===== src/rtl/spi_dbg_if.sv =====
// Byte-level link between the SPI slave shifter and the debug engine.
interface spi_dbg_if;
  logic [7:0] recv_data;
  logic       recv_ready;
  logic [7:0] send_data;

  modport master (output recv_data, output recv_ready, input send_data);
  modport slave  (input recv_data, input recv_ready, output send_data);
endinterface


===== src/rtl/spi_dbg_engine.sv =====
// SPI-driven debug engine: byte command decoder, core clock gating/stepping,
// and PC / register / fetched-instruction snapshot readback.
module spi_dbg_engine #(
  parameter int XLEN        = 64,
  parameter int INSTR_BYTES = 14,
  parameter int REG_SEL_W   = 5,
  parameter int STEP_W      = 16
) (
  input  logic                     clk,
  input  logic                     rst,
  spi_dbg_if.slave                 spi,
  input  logic [XLEN-1:0]          reg_pc,
  input  logic [8*INSTR_BYTES-1:0] fetch_instr,
  output logic [REG_SEL_W-1:0]     reg_read_sel,
  input  logic [XLEN-1:0]          reg_read_data,
  output logic                     core_clk_enable,
  output logic                     led
);

  localparam int SNAP_W     = (XLEN > 8*INSTR_BYTES) ? XLEN : 8*INSTR_BYTES;
  localparam int STEP_BYTES = STEP_W / 8;

  typedef enum logic [2:0] {IDLE, ECHO, REG_SEL, REG_WAIT, STEP_CNT, REPLY} state_t;

  state_t              state;
  logic [SNAP_W-1:0]   snap;
  logic [7:0]          reply_left;
  logic [STEP_W-1:0]   step_acc;
  logic [STEP_W-1:0]   step_nxt;
  logic [STEP_W-1:0]   step_cnt;
  logic [1:0]          byte_idx;
  logic                free_run;

  always_comb begin
    step_nxt = (step_acc << 8) | STEP_W'(spi.recv_data);
  end

  always_ff @(posedge clk or posedge rst) begin
    if (rst) begin
      state           <= IDLE;
      spi.send_data   <= '0;
      reg_read_sel    <= '0;
      led             <= 1'b0;
      free_run        <= 1'b1;
      step_cnt        <= '0;
      core_clk_enable <= 1'b1;
      snap            <= '0;
      reply_left      <= '0;
      step_acc        <= '0;
      byte_idx        <= '0;
    end else begin
      // Enable tracks the post-edge counter value, so a load of N yields N cycles.
      if (step_cnt != '0) step_cnt <= step_cnt - 1'b1;
      core_clk_enable <= free_run | (step_cnt > STEP_W'(1));

      case (state)
        IDLE: if (spi.recv_ready) begin
          spi.send_data <= 8'h00;
          case (spi.recv_data)
            8'h00: ;
            8'h01: begin spi.send_data <= 8'h01; state <= ECHO; end
            8'h02: led <= ~led;
            8'h03: begin
              free_run        <= 1'b1;
              step_cnt        <= '0;
              core_clk_enable <= 1'b1;
            end
            8'h04: begin
              free_run        <= 1'b0;
              step_cnt        <= '0;
              core_clk_enable <= 1'b0;
            end
            8'h05: begin byte_idx <= '0; state <= STEP_CNT; end
            8'h06: begin
              snap       <= SNAP_W'(reg_pc) << (SNAP_W - XLEN);
              reply_left <= 8'(XLEN/8);
              state      <= REPLY;
            end
            8'h07: state <= REG_SEL;
            8'h09: begin
              snap       <= SNAP_W'(fetch_instr) << (SNAP_W - 8*INSTR_BYTES);
              reply_left <= 8'(INSTR_BYTES);
              state      <= REPLY;
            end
            8'h0A: spi.send_data <= {6'b0, step_cnt != '0, free_run};
            8'hCC: spi.send_data <= 8'hCC;
            default: spi.send_data <= 8'hFF;
          endcase
        end
        ECHO: if (spi.recv_ready) begin
          spi.send_data <= spi.recv_data;
          state         <= IDLE;
        end
        REG_SEL: if (spi.recv_ready) begin
          reg_read_sel  <= spi.recv_data[REG_SEL_W-1:0];
          spi.send_data <= 8'h00;
          state         <= REG_WAIT;
        end
        REG_WAIT: begin
          snap       <= SNAP_W'(reg_read_data) << (SNAP_W - XLEN);
          reply_left <= 8'(XLEN/8);
          state      <= REPLY;
        end
        STEP_CNT: if (spi.recv_ready) begin
          spi.send_data <= 8'h00;
          step_acc      <= step_nxt;
          if (byte_idx == 2'(STEP_BYTES-1)) begin
            step_cnt        <= step_nxt;
            core_clk_enable <= free_run | (step_nxt != '0);
            state           <= IDLE;
          end else begin
            byte_idx <= byte_idx + 1'b1;
          end
        end
        REPLY: if (spi.recv_ready) begin
          spi.send_data <= snap[SNAP_W-1 -: 8];
          snap          <= snap << 8;
          reply_left    <= reply_left - 1'b1;
          if (reply_left == 8'd1) state <= IDLE;
        end
        default: state <= IDLE;
      endcase
    end
  end

endmodule


===== src/flat_wrapper.sv =====
// flat-port wrapper written by rule: the top's interface ports become plain ports
module spi_dbg_engine_flat 
#(
  parameter int XLEN        = 64,
  parameter int INSTR_BYTES = 14,
  parameter int REG_SEL_W   = 5,
  parameter int STEP_W      = 16
)
  (clk, rst, reg_pc, fetch_instr, reg_read_sel, reg_read_data, core_clk_enable, led, spi_recv_data, spi_recv_ready, spi_send_data);
  spi_dbg_if spi_i ();
  input  logic clk;
  input  logic rst;
  input  logic [XLEN-1:0] reg_pc;
  input  logic [8*INSTR_BYTES-1:0] fetch_instr;
  output logic [REG_SEL_W-1:0] reg_read_sel;
  input  logic [XLEN-1:0] reg_read_data;
  output logic core_clk_enable;
  output logic led;
  input wire logic [$bits(spi_i.recv_data)-1:0] spi_recv_data;
  input wire logic [$bits(spi_i.recv_ready)-1:0] spi_recv_ready;
  output wire logic [$bits(spi_i.send_data)-1:0] spi_send_data;
  assign spi_i.recv_data = spi_recv_data;
  assign spi_i.recv_ready = spi_recv_ready;
  assign spi_send_data = spi_i.send_data;
  spi_dbg_engine #(.XLEN(XLEN), .INSTR_BYTES(INSTR_BYTES), .REG_SEL_W(REG_SEL_W), .STEP_W(STEP_W)) u_core (.clk(clk), .rst(rst), .spi(spi_i), .reg_pc(reg_pc), .fetch_instr(fetch_instr), .reg_read_sel(reg_read_sel), .reg_read_data(reg_read_data), .core_clk_enable(core_clk_enable), .led(led));
endmodule

===== config.mk =====
export PLATFORM = sky130hd
export DESIGN_NAME = spi_dbg_engine_flat
export DESIGN_NICKNAME = d
export VERILOG_FILES = /design/src/rtl/spi_dbg_if.sv /design/src/rtl/spi_dbg_engine.sv /design/src/flat_wrapper.sv
export SDC_FILE = /design/constraint.sdc
export NUM_CORES = 1
export LEC_CHECK = 0
export BUFFER_PORTS_ARGS = -buffer_cell sky130_fd_sc_hd__buf_2
export CORE_ASPECT_RATIO = 1.1
export CORE_MARGIN = 2
export CORE_UTILIZATION = 45
export CTS_CLUSTER_SIZE = 12
export DETAILED_ROUTE_END_ITERATION = 7
export PLACE_DENSITY = 0.78
export SYNTH_ARGS = -nofsm -noshare
export SYNTH_HDL_FRONTEND = slang
export SYNTH_SLANG_ARGS = --single-unit

===== constraint.sdc =====
create_clock -name clk -period 5.7 [get_ports clk]
set_input_delay 1.425 -clock clk [delete_from_list [all_inputs] [get_ports clk]]
set_output_delay 1.425 -clock clk [all_outputs]
set_load 0.02 [all_outputs]

# --- Yosys cells after proc, flatten, opt, wreduce, memory -nomap -nowiden ---
# Cells that the tools add are included.
# W data, S select, Z words.
classes:
  div_mod_pow: 0
  magnitude_cmp: 1
  n_addsub: 3
  n_reduce_logical: 20
  eq_ne: 29
  n_mul: 0
  mux: 40
  shifts: 0
  bitwise: 4
ops:
  columns: ["op", "count"]
  rows:
  - ["$pmux W112 S3", 1]
  - ["$mux W112", 2]
  - ["$pmux W112 S2", 1]
  - ["$mux W16", 5]
  - ["$pmux W8 S4", 2]
  - ["$mux W8", 6]
  - ["$eq A8 B3 Y1 const B", 4]
  - ["$pmux W16 S2", 1]
  - ["$reduce_bool A16 Y1", 2]
  - ["$pmux W8 S3", 1]
  - ["$mux W3", 7]
  - ["$pmux W3 S6", 1]
  - ["$eq A8 B1 Y1 const B", 2]
  - ["$eq A8 B2 Y1 const B", 2]
  - ["$eq A8 B4 Y1 const B", 2]
  - ["$gt A16 B1 Y1 const B", 1]
  - ["$or A16 B8 Y16", 1]
  - ["$pmux W8 S2", 1]
  - ["$sub A16 B1 Y16 const B", 1]
  - ["$ne A2 B2 Y1 const B", 7]
  - ["$pmux W3 S4", 1]
  - ["$reduce_and A5 Y1", 2]
  - ["$eq A8 B8 Y1 const B", 1]
  - ["$logic_not A8 Y1", 1]
  - ["other kinds (25)", 42]
totals:
  latchBits: 0
  reg_bits: 165
  rom_bits: 0
  in_bits: 251
  ramBits: 0
  output_inout_bits: 15
  n_memories: 0

# --- Logic depth before layout (Yosys ltp) ---
# Gate-level depths: netlist of the first run.
depth:
  ltp_word: 6
  depth_mapped: 9
  depth_no_buf: 7

# --- Least setup slack after synthesis of the first run ---
# No wires, ideal clock.
synth_timing:
  path_type: "input to register"
  startpoint: "input spi_recv_data[4]"
  endpoint: "register u_core.step_cnt[1]"
  arrival_time_ps: 3083
  cell_stages: 7
  required_ps: 5579
  setup_ps: 121
  n_path_buf: 3
  setup_slack_ps: 2496
  cell_sequence: "or4_1 > buf_2 > or4_4 > buf_6 > o21ai_4 > buf_12 > o21ai_2"
synth_via:
  elab_chain_len: 5
synth_rtl:
  columns: ["item", "line", "source"]
  rows:
  - ["start, declared", "flat_wrapper.sv:19", "input wire logic [$bits(spi_i.recv_data)-1:0] spi_recv_data;"]
  - ["$eq A8 B2 Y1 or $eq A8 B3 Y1 (tied branches)", "spi_dbg_engine.sv:59", "case (spi.recv_data)"]
  - ["$reduce_or A2 Y1 (no line) (*)", null, null]
  - ["$mux W16 (*)", "spi_dbg_engine.sv:59", null]
  - ["$mux W16 (*)", "spi_dbg_engine.sv:57", "IDLE: if (spi.recv_ready) begin"]
  - ["$pmux W16 S2 (*)", "spi_dbg_engine.sv:56", "case (state)"]
  - ["end signal, assigned", "spi_dbg_engine.sv:53", "if (step_cnt != '0) step_cnt <= step_cnt - 1'b1;"]
  - ["end signal, assigned", "spi_dbg_engine.sv:108", "step_cnt <= step_nxt;"]
  - ["end, declared", "spi_dbg_engine.sv:30", "logic [STEP_W-1:0] step_cnt;"]
# Every way passes the cells marked *; elsewhere a longest branch is shown, timed or not.
# A chain may end at the register's enable or synchronous reset.

# --- Worst setup path in the final report of the first run ---
layout_timing:
  startpoint: "input spi_recv_data[3]"
  endpoint: "register u_core.snap[66]"
layout_via:
  elab_chain_len: 4
layout_rtl:
  columns: ["item", "line", "source"]
  rows:
  - ["$eq A8 B4 Y1 or $eq A8 B3 Y1 (tied branches)", "spi_dbg_engine.sv:59", null]
  - ["$pmux W112 S2", "spi_dbg_engine.sv:59", null]
  - ["$mux W112", "spi_dbg_engine.sv:57", null]
  - ["$pmux W112 S3", "spi_dbg_engine.sv:56", null]
  - ["end signal, assigned", "spi_dbg_engine.sv:75", "snap <= SNAP_W'(reg_pc) << (SNAP_W - XLEN);"]
  - ["end signal, assigned", "spi_dbg_engine.sv:81", "snap <= SNAP_W'(fetch_instr) << (SNAP_W - 8*INSTR_BYTES);"]
  - ["end signal, assigned", "spi_dbg_engine.sv:100", "snap <= SNAP_W'(reg_read_data) << (SNAP_W - XLEN);"]
  - ["end, declared", "spi_dbg_engine.sv:26", "logic [SNAP_W-1:0] snap;"]
# Several ways; a longest one is shown, not always the timed one. The select of a mux whose other input is x is not followed.

==> flow_summary.toml, run 1 <==
[status]
status = "finished clean"

[yosys]
yosys.area.top_type = "dfrtp_1"
syn_area_per_cell_sq_um = 9.56
async_flop_share = 1.00
yosysMostFrequentCell = "dfrtp_1"
yosysSeqAreaShare = 0.440
synth_cell_type_count = 55
syn_inst = 983
ys.flop_type = "dfrtp_1"
ys_ff_latch = 165
synthTopCellsByArea = "dfrtp_1, mux2i_1, a22o_1"
syn-cell-area_sq_um = 9390
yosys-top-cells-count = "dfrtp_1, nor2_1, a21oi_1, mux2i_1, a22o_1"
synth_edf_count = 0
yosysWarnings = 0
syn_nets = 1240
synth_top_area_share = 0.434

[finish]
design_area_sq_um = 11400
insertedDiodeCount = 0
nFillCells = 1829
nets = 1448
fin_util = 0.558
drive_above_1_share = 0.297
fin_cells = 1460
area_delta_synth_final_pct = 21.8

[floorplan]
die_area_sq_um = 22000
fp-row-count = 55
io_pins = 266
start_util = 0.458
die_h_um = 156
die_w_um = 142
core_sq_um = 20500

[clocking]
cts_setup_buffers = 0
numClockSinks = 165
htreeDepth = 4
cts_tree = "done"
cts-root-buf = "clkbuf_16"
clock_path_buffers = 2
hold_buffers = 0
cts_buffers = 17
worstSkewPairLatency_ns = 0.42
cts_resized = 0
clk_pin_slew_ns = 0.07

[global_route]
grt_max_degree = 127
grt_overflow = 0
gr-usage-met2 = 0.390
grtUsageMet1 = 0.321
grt_usage = 0.237
grt_pass1_vias = 8312
grt_first_pass_wirelength_um = 41700
antenna_found_initial = 1
met3_usage = 0.0378
grt-busiest-layer = "met2"

[sta]
finalSetupViolations = 0
fmax_mhz = 266
max_slew_margin = 0.281
fin_crit_sh = 0.659
rsz0062_at_grt = "false"
finalHoldViolCount = 0
drv_slew = 0
min_period_ns = 3.76
setup_tns_ns = 0
worstMarginPinSlew_ns = 1.08
finClkSkew_ns = 0.0117

[pwr]
sequentialPowerShare = 0.472
p_leak_uw = 0.00558
clockPowerShare = 0.275
powerDensity_nw_per_um2 = 375
p_comb_frac = 0.253
p_int_uw = 2800
ir_drop_v = 0.000231
p_sw_frac = 0.348
p_switching_uw = 1490

[drt]
drt_wl_total_um = 26500
via_per_inst = 5.82
first_iter_violations = 573
dr_total_vias = 8504
drt_pass1_iterations = 5
wl_per_cell_um = 18.2
drc = 0
postRouteAntennaNets = 0

[critical_path]
cp_data_arrival_time_ns = 4.10
cp-end-kind = "flip-flop"
cp_max_fo = 76
startpoint_type = "input pin"
cp.required_ns = 6.04
rrSetupSlack_ns = 2.13
r2r_cells = 6
reg2reg_to = "u_core.snap[14]"
critical_path_class = "in2reg"
reg2reg_from = "u_core.state[1]"

[place]
placed_cell_area_sq_um = 10800
post-dp-hpwl_um = 18100
port_buffers = 265
dp_cells = 1428
routabilityCongestion = 0.852

[worst_hold_path]
hp-class = "reg2reg"
holdCritStartpoint = "u_core.led"
whs_path_depth = 1
min_to = "u_core.led"

[flow_run]
drv_cap = 0
## metrics by stage
stage               setup slack (ns)  hold WS (ns)  total power (uW)
floorplan                       2.18         0.450              2710
global placement                1.63         0.454              3060
detailed placement              1.53         0.456              3120
CTS                             1.97         0.470              4310
global route                    1.69         0.477              4570
finish                          1.94         0.465              4290
## critical path, cell delays in order
cell and delay (ns):
buf_2 0.26, nor4bb_1 0.61, o2111ai_1 0.31, o21ai_4 0.88, buf_12 0.37, nor2_1 0.07
a21oi_1 0.13
## cell usage in the layout, fill, tap and decap left out, types with 10 or more instances in the layout
master	n
buf_2	265
a22oi_1	40
clkbuf_16	17
a21oi_1	112
inv_1	13
dfrtp_1	162
nand3_1	11
o21ai_2	10
xor2_1	11
a2bb2oi_1	64
a22o_1	65
o21ai_0	17
mux2_2	17
mux2i_1	73
nand2_1	27
nor2_1	136
## how the worst max path moves through the flow
stage          slack (ns)            endpoint              from
2_1_floorplan        2.18  u_core.byte_idx[0]               rst
3_3_place_gp         1.63     u_core.snap[66]  spi_recv_data[4]
3_5_place_dp         1.53    u_core.snap[109]  spi_recv_data[4]
4_1_cts              1.97     u_core.snap[97]  spi_recv_data[3]
5_1_grt              1.69     u_core.snap[73]  spi_recv_data[4]
6_report             1.94     u_core.snap[66]  spi_recv_data[3]
## area by class of cell
cell class                 count  area (sq um)  area share
multi-input combinational    715          4860       0.425
sequential                   165          4130       0.361
timing repair buffer         278          1470       0.129
clock buffer                  18           429      0.0375
tap                          256           320      0.0280
clock inverter                14           169      0.0148
inverter                      14          56.3     0.00492
## per-layer routing
layer / vias to the layer above / wire, um
met5: - / 0
met2: 326 / 13000
met3: 36 / 1580
met4: 0 / 451
li1: 4059 / -
met1: 4083 / 11500
## logic make-up (layout without fill, tap and decap cells)
| group | count (synthesis) | in the layout | share of synthesized area |
|---|---|---|---|
| compound gates | 356 | 356 | 0.269 |
| fa+ha+maj | 6 | 6 | 0.00799 |
| xor+xnor | 15 | 15 | 0.0140 |
| simple gates | 248 | 248 | 0.123 |
| mux | 90 | 90 | 0.0982 |
| buf+inv | 103 | 324 | 0.0478 |
| flops | 165 | 165 | 0.440 |
## flip-flops by register name (all words and copies together) (netlist names)
signal,count
u_core.byte_idx,2
u_core.core_clk_enable,1
u_core.free_run,1
u_core.led,1
u_core.reg_read_sel,5
u_core.reply_left,8
u_core.snap,112
u_core.spi.send_data,8
u_core.state,3
u_core.step_acc,8
u_core.step_cnt,16
## power by group through the flow
stage	Combinational (uW)	Sequential, uW	Clock (uW)
final	1080	2030	1180
after global routing	1230	2080	1250
after CTS	1090	2020	1200
after detailed placement	1080	2040	0
after global placement	1030	2030	0
after floorplan	794	1920	0
No activity file was read; power rests on OpenSTA's default activity.
==> inputs of run 2 (changes only) <==
ABC_AREA = 1   (was unset)
PLACE_DENSITY = 0.75   (was 0.78)
clock period = 3.8 ns   (was 5.7 ns; I/O delays follow)
==> run 2 against run 1 <==
Register-to-register slack worse by 0.73 ns; combinational power grew 71%; flip-flop and latch count unchanged; largest power group unchanged; synthesized cell count grew 51%.
==> flow_summary.toml, run 2 <==
[drt]
drt_pass1_iterations = 5
drc = 0
postRouteAntennaNets = 0
first_iter_violations = 690
via_per_inst = 4.94
dr_total_vias = 9977
wl_per_cell_um = 14.8
drt_wl_total_um = 30000

[clocking]
cts_setup_buffers = 0
cts-root-buf = "clkbuf_16"
clk_pin_slew_ns = 0.06
htreeDepth = 4
worstSkewPairLatency_ns = 0.43
cts_resized = 0
cts_buffers = 17
cts_tree = "done"
numClockSinks = 165
hold_buffers = 0
clock_path_buffers = 2

[yosys]
ys_ff_latch = 165
syn_inst = 1488
synth_top_area_share = 0.403
synth_cell_type_count = 38
syn_area_per_cell_sq_um = 6.80
yosysWarnings = 0
syn-cell-area_sq_um = 10100
syn_nets = 1745
async_flop_share = 1.00
ys.flop_type = "dfrtp_1"
yosysSeqAreaShare = 0.408
synth_edf_count = 0
yosys-top-cells-count = "nand2_1, inv_1, o21ai_0, dfrtp_1, o21ai_1"
yosys.area.top_type = "dfrtp_1"
synthTopCellsByArea = "dfrtp_1, nand2_1, inv_1"
yosysMostFrequentCell = "nand2_1"

[place]
routabilityCongestion = 0.929
port_buffers = 265
place_ws_ns = 0.901
post-dp-hpwl_um = 22100

[finish]
final_common_cell = "nand2_1"
area_delta_synth_final_pct = 20.4
top_regs = "u_core.snap: 112 flops, u_core.step_cnt: 16 flops"
largest_reg_flops = 112
drive_above_1_share = 0.200
fin_util = 0.551
final_cell_mix = "nand2_1, buf_2, inv_1, o21ai_0, dfrtp_1"
top_register = "u_core.snap"
nets = 1968

[sta]
fin_crit_sh = 0.657
drv_slew = 0
finalHoldViolCount = 0
worstMarginPinSlew_ns = 0.795
fmax_mhz = 400
min_period_ns = 2.50
finClkSkew_ns = 0.00928
setup_tns_ns = 0
finalSetupViolations = 0
rsz0062_at_grt = "false"
max_slew_margin = 0.470
setup_ws_ns = 1.30
hold_slack_ns = 0.493

[status]
status = "finished clean"

[critical_path]
cp_data_arrival_time_ns = 2.85
critical_path_class = "in2reg"
cp_max_fo = 74
cp-end-kind = "flip-flop"
startpoint_type = "input pin"
cp.required_ns = 4.15

[worst_hold_path]
hp-class = "reg2reg"

[flow_run]
drv_cap = 0

[pwr]
p_leak_uw = 0.00617
powerDensity_nw_per_um2 = 508
ir_drop_v = 0.000319
p_switching_uw = 2240
clockPowerShare = 0.295
sequentialPowerShare = 0.405
p_int_uw = 3950
p_comb_frac = 0.299
p_sw_frac = 0.362

[global_route]
grt_pass1_vias = 9653
grt_overflow = 0
gr-usage-met2 = 0.427
grt_usage = 0.254
grt-busiest-layer = "met2"
grtUsageMet1 = 0.340
antenna_found_initial = 2
met3_usage = 0.0384
grt_max_degree = 131
grt_first_pass_wirelength_um = 48300

[floorplan]
die_area_sq_um = 23700
fp-row-count = 57
die_w_um = 147
die_h_um = 161
io_pins = 266
start_util = 0.458
core_sq_um = 22100
-- run 2: changes by cell type after synthesis, sizes merged, moves of 39 or more --
cell | before | now
inv | 14 | 264
nand2 | 28 | 422
o21ai | 29 | 283
a2bb2oi | 64 | 0
nor2 | 139 | 88
mux2i | 73 | 0
a22o | 65 | 16
a22oi | 40 | 1
-- run 2: power by group through the flow --
stage | logic [uW] | registers [uW] | clock network (uW)
4_1_cts | 1860 | 2510 | 1860
3_5_place_dp | 1840 | 2540 | 0
5_1_grt | 2110 | 2560 | 1930
6_report | 1850 | 2510 | 1830
3_3_place_gp | 1800 | 2530 | 0
2_1_floorplan | 1380 | 2500 | 0
-- run 2: path summary, 6_finish.rpt --
kind | from | endpoint | slack, ns | cells after the start
max in group asynchronous | rst | u_core.step_acc[3] | 2.48 | 3
worst max-delay path | spi_recv_data[2] | u_core.snap[86] | 1.30 | 11
min in group asynchronous | rst | u_core.snap[4] | 0.69 | 3
worst max register to register | u_core.state[2] | u_core.snap[80] | 1.40 | 10
worst min-delay path | u_core.led | u_core.led | 0.49 | 1
worst min register to register | u_core.led | u_core.led | 0.49 | 1
-- run 2: metrics by stage --
stage / cells / total power (uW) / instance area [sq um]
2_1_floorplan: 1488 / 3880 / 10100
3_3_place_gp: 1987 / 4330 / 11600
3_5_place_dp: 1987 / 4390 / 11600
4_1_cts: 2019 / 6230 / 12200
5_1_grt: 2020 / 6610 / 12200
6_report: 2021 / 6190 / 12200
-- run 2: metal layers --
layer / routed length [um] / share of wire
met5: 7 / 0.00023
met4: 597 / 0.020
met3: 1330 / 0.044
met2: 14700 / 0.49
met1: 13400 / 0.45
-- run 2: cells by family (layout without fill, tap and decap cells) --
kind of cell / count (synthesis) / count (layout) / share of synthesized area
simple gates: 576 / 576 / 0.229
compound gates: 386 / 386 / 0.200
buf+inv: 338 / 574 / 0.140
flops: 165 / 165 / 0.408
xor+xnor: 16 / 16 / 0.0138
fa+ha+maj: 6 / 6 / 0.00742
mux: 1 / 1 / 0.00111
other cells: 0 / 2 / 0
-- run 2: area by class of cell --
type	instances	area [sq um]
Sequential cell	165	4130
Tap cell	295	369
Antenna cell	2	5.00
Timing Repair Buffer	278	1470
Clock inverter	14	188
Multi-Input combinational cell	985	4580
Inverter	264	1000
Clock buffer	18	429
Fill cell	2198	9930
-- run 2: worst max-delay path, stage by stage --
cell and delay, ns:
buf_2 0.13, inv_2 0.14, nand2_1 0.10, nor2_2 0.17
nand2_4 0.15, nand3_1 0.13, nand2_2 0.10, inv_6 0.39
buf_4 0.39, nand2_1 0.08, o21ai_1 0.08
==> inputs of run 3 (changes only) <==
ABC_AREA = 0   (was 1)
PLACE_DENSITY = 0.76   (was 0.75)
clock period = 2.5 ns   (was 3.8 ns; I/O delays follow)
==> run 3 against run 2 <==
Die area decreased by 7.0%; design area is 2.2% lower; sequential share of layout area is 0.79 points higher; hold slack got worse by 0.29 ns; critical path type is now reg2reg.
==> flow_summary.toml, run 3 (synthesis results as in run 1) <==
[status]
status = "finished clean"

[critical_path]
cp.required_ns = 2.80
rrSetupSlack_ns = 0.25
cp_max_fo = 6
critical_path_class = "reg2reg"
cp_data_arrival_time_ns = 2.55
startpoint_type = "flip-flop"
crit_path_end = "u_core.state[2]"
reg2reg_from = "u_core.reply_left[2]"
reg2reg_to = "u_core.state[2]"
r2r_cells = 5
cp-end-kind = "flip-flop"
setup.worst_path.start = "u_core.reply_left[2]"

[flow_run]
drv_cap = 0

[clocking]
cts-root-buf = "clkbuf_16"
cts_setup_buffers = 0
cts_resized = 0
hold_buffers = 0
worstSkewPairLatency_ns = 0.42
numClockSinks = 165
clk_pin_slew_ns = 0.07
cts_buffers = 17
clock_path_buffers = 2
cts_tree = "done"
htreeDepth = 4

[pwr]
clockPowerShare = 0.276
ir_drop_v = 0.000469
p_comb_frac = 0.266
finalPower_uw = 9840
sequentialPowerShare = 0.459
powerDensity_nw_per_um2 = 826
p_int_uw = 6510
p_leak_uw = 0.00583
p_switching_uw = 3330
p_sw_frac = 0.339

[sta]
max_slew_margin = 0.500
hold_slack_ns = 0.204
setup_ws_ns = 0.249
fin_crit_sh = 0.900
finalSetupViolations = 0
setup_tns_ns = 0
fmax_mhz = 444
rsz0062_at_grt = "false"
min_period_ns = 2.25
drv_slew = 0
finalHoldViolCount = 0
worstMarginPinSlew_ns = 0.750
finClkSkew_ns = 0.0104

[worst_hold_path]
hp-class = "in2async"

[drt]
postRouteAntennaNets = 0
wl_per_cell_um = 17.8
first_iter_violations = 743
drt_pass1_iterations = 5
drt_wl_total_um = 26800
dr_total_vias = 8590
drc = 0
via_per_inst = 5.72

[place]
routabilityCongestion = 0.843
port_buffers = 265
post-dp-hpwl_um = 19400
place_ws_ns = 0.0750

[finish]
drive_above_1_share = 0.321
nets = 1489
final_cell_mix = "buf_2, dfrtp_1, nor2_1, a21oi_1, mux2i_1"
top_regs = "u_core.snap: 112 flops, u_core.step_cnt: 16 flops"
top_register = "u_core.snap"
final_common_cell = "buf_2"
largest_reg_flops = 112
fin_util = 0.581
area_delta_synth_final_pct = 26.8

[global_route]
grt_pass1_vias = 8144
grt_usage = 0.238
grt_max_degree = 66
antenna_found_initial = 2
grt_overflow = 0
grt_first_pass_wirelength_um = 41700

[floorplan]
die_h_um = 156
io_pins = 266
die_area_sq_um = 22000
fp-row-count = 55
core_sq_um = 20500
die_w_um = 142
start_util = 0.458
==> run 3: changes by cell type in the layout (fill, tap and decap cells not counted), sizes merged, moves of 8 or more <==
cell	delta
a2bb2oi	+64
nand3	-32
nand2	-394
mux2i	+73
buf	+41
and3	+8
o21ai	-254
a21oi	+35
inv	-252
nor2	+51
mux2	+16
a22o	+49
a22oi	+39
==> run 3: power by group through the flow <==
stage,combinational [uW],sequential (uW),clock (uW)
after CTS,2630,4500,2770
final,2620,4510,2710
after global routing,2960,4630,2890
after global placement,2510,4500,0
after detailed placement,2620,4530,0
after floorplan,1810,4370,0
==> run 3: stage by stage <==
stage                     area [sq um]  instances
after floorplan                   9400        983
after global placement           11300       1469
after detailed placement         11300       1469
after CTS                        11900       1500
after global routing             11900       1500
final                            11900       1501
==> run 3: routing by layer <==
layer / track usage / vias up / share of wire
li1: - / 4146 / -
met5: 0 / - / 0.00045
met2: 0.380 / 304 / 0.48
met1: 0.334 / 4098 / 0.45
met4: 0.0733 / 2 / 0.018
met3: 0.0384 / 40 / 0.055
==> run 3: worst min-delay path by stage <==
| stage | start | to | depth (start not counted) |
|---|---|---|---|
| 2_1_floorplan | u_core.snap[0] | u_core.snap[0] | 1 |
| 3_3_place_gp | u_core.snap[3] | u_core.snap[3] | 1 |
| 3_5_place_dp | u_core.snap[6] | u_core.snap[6] | 1 |
| 4_1_cts | rst | u_core.reply_left[0] | 2 |
| 5_1_grt | rst | u_core.snap[1] | 2 |
| 6_report | rst | u_core.reply_left[0] | 2 |
==> run 3: area by class of cell <==
cell class / instances / area (sq um)
inverters: 14 / 56.3
clock inverters: 14 / 175
diodes: 1 / 2.50
multi-input cells: 715 / 4860
well taps: 256 / 320
flip-flops and latches: 165 / 4130
clock buffers: 17 / 425
fillers: 1802 / 8600
repair buffers: 319 / 1930
==> run 3: critical path: stages, from the launching register on <==
cell and delay, ns:
dfrtp_1 0.44, nor4_1 0.51, nand4_1 0.16, a211oi_1 0.44
o31a_1 0.24, mux2_2 0.34
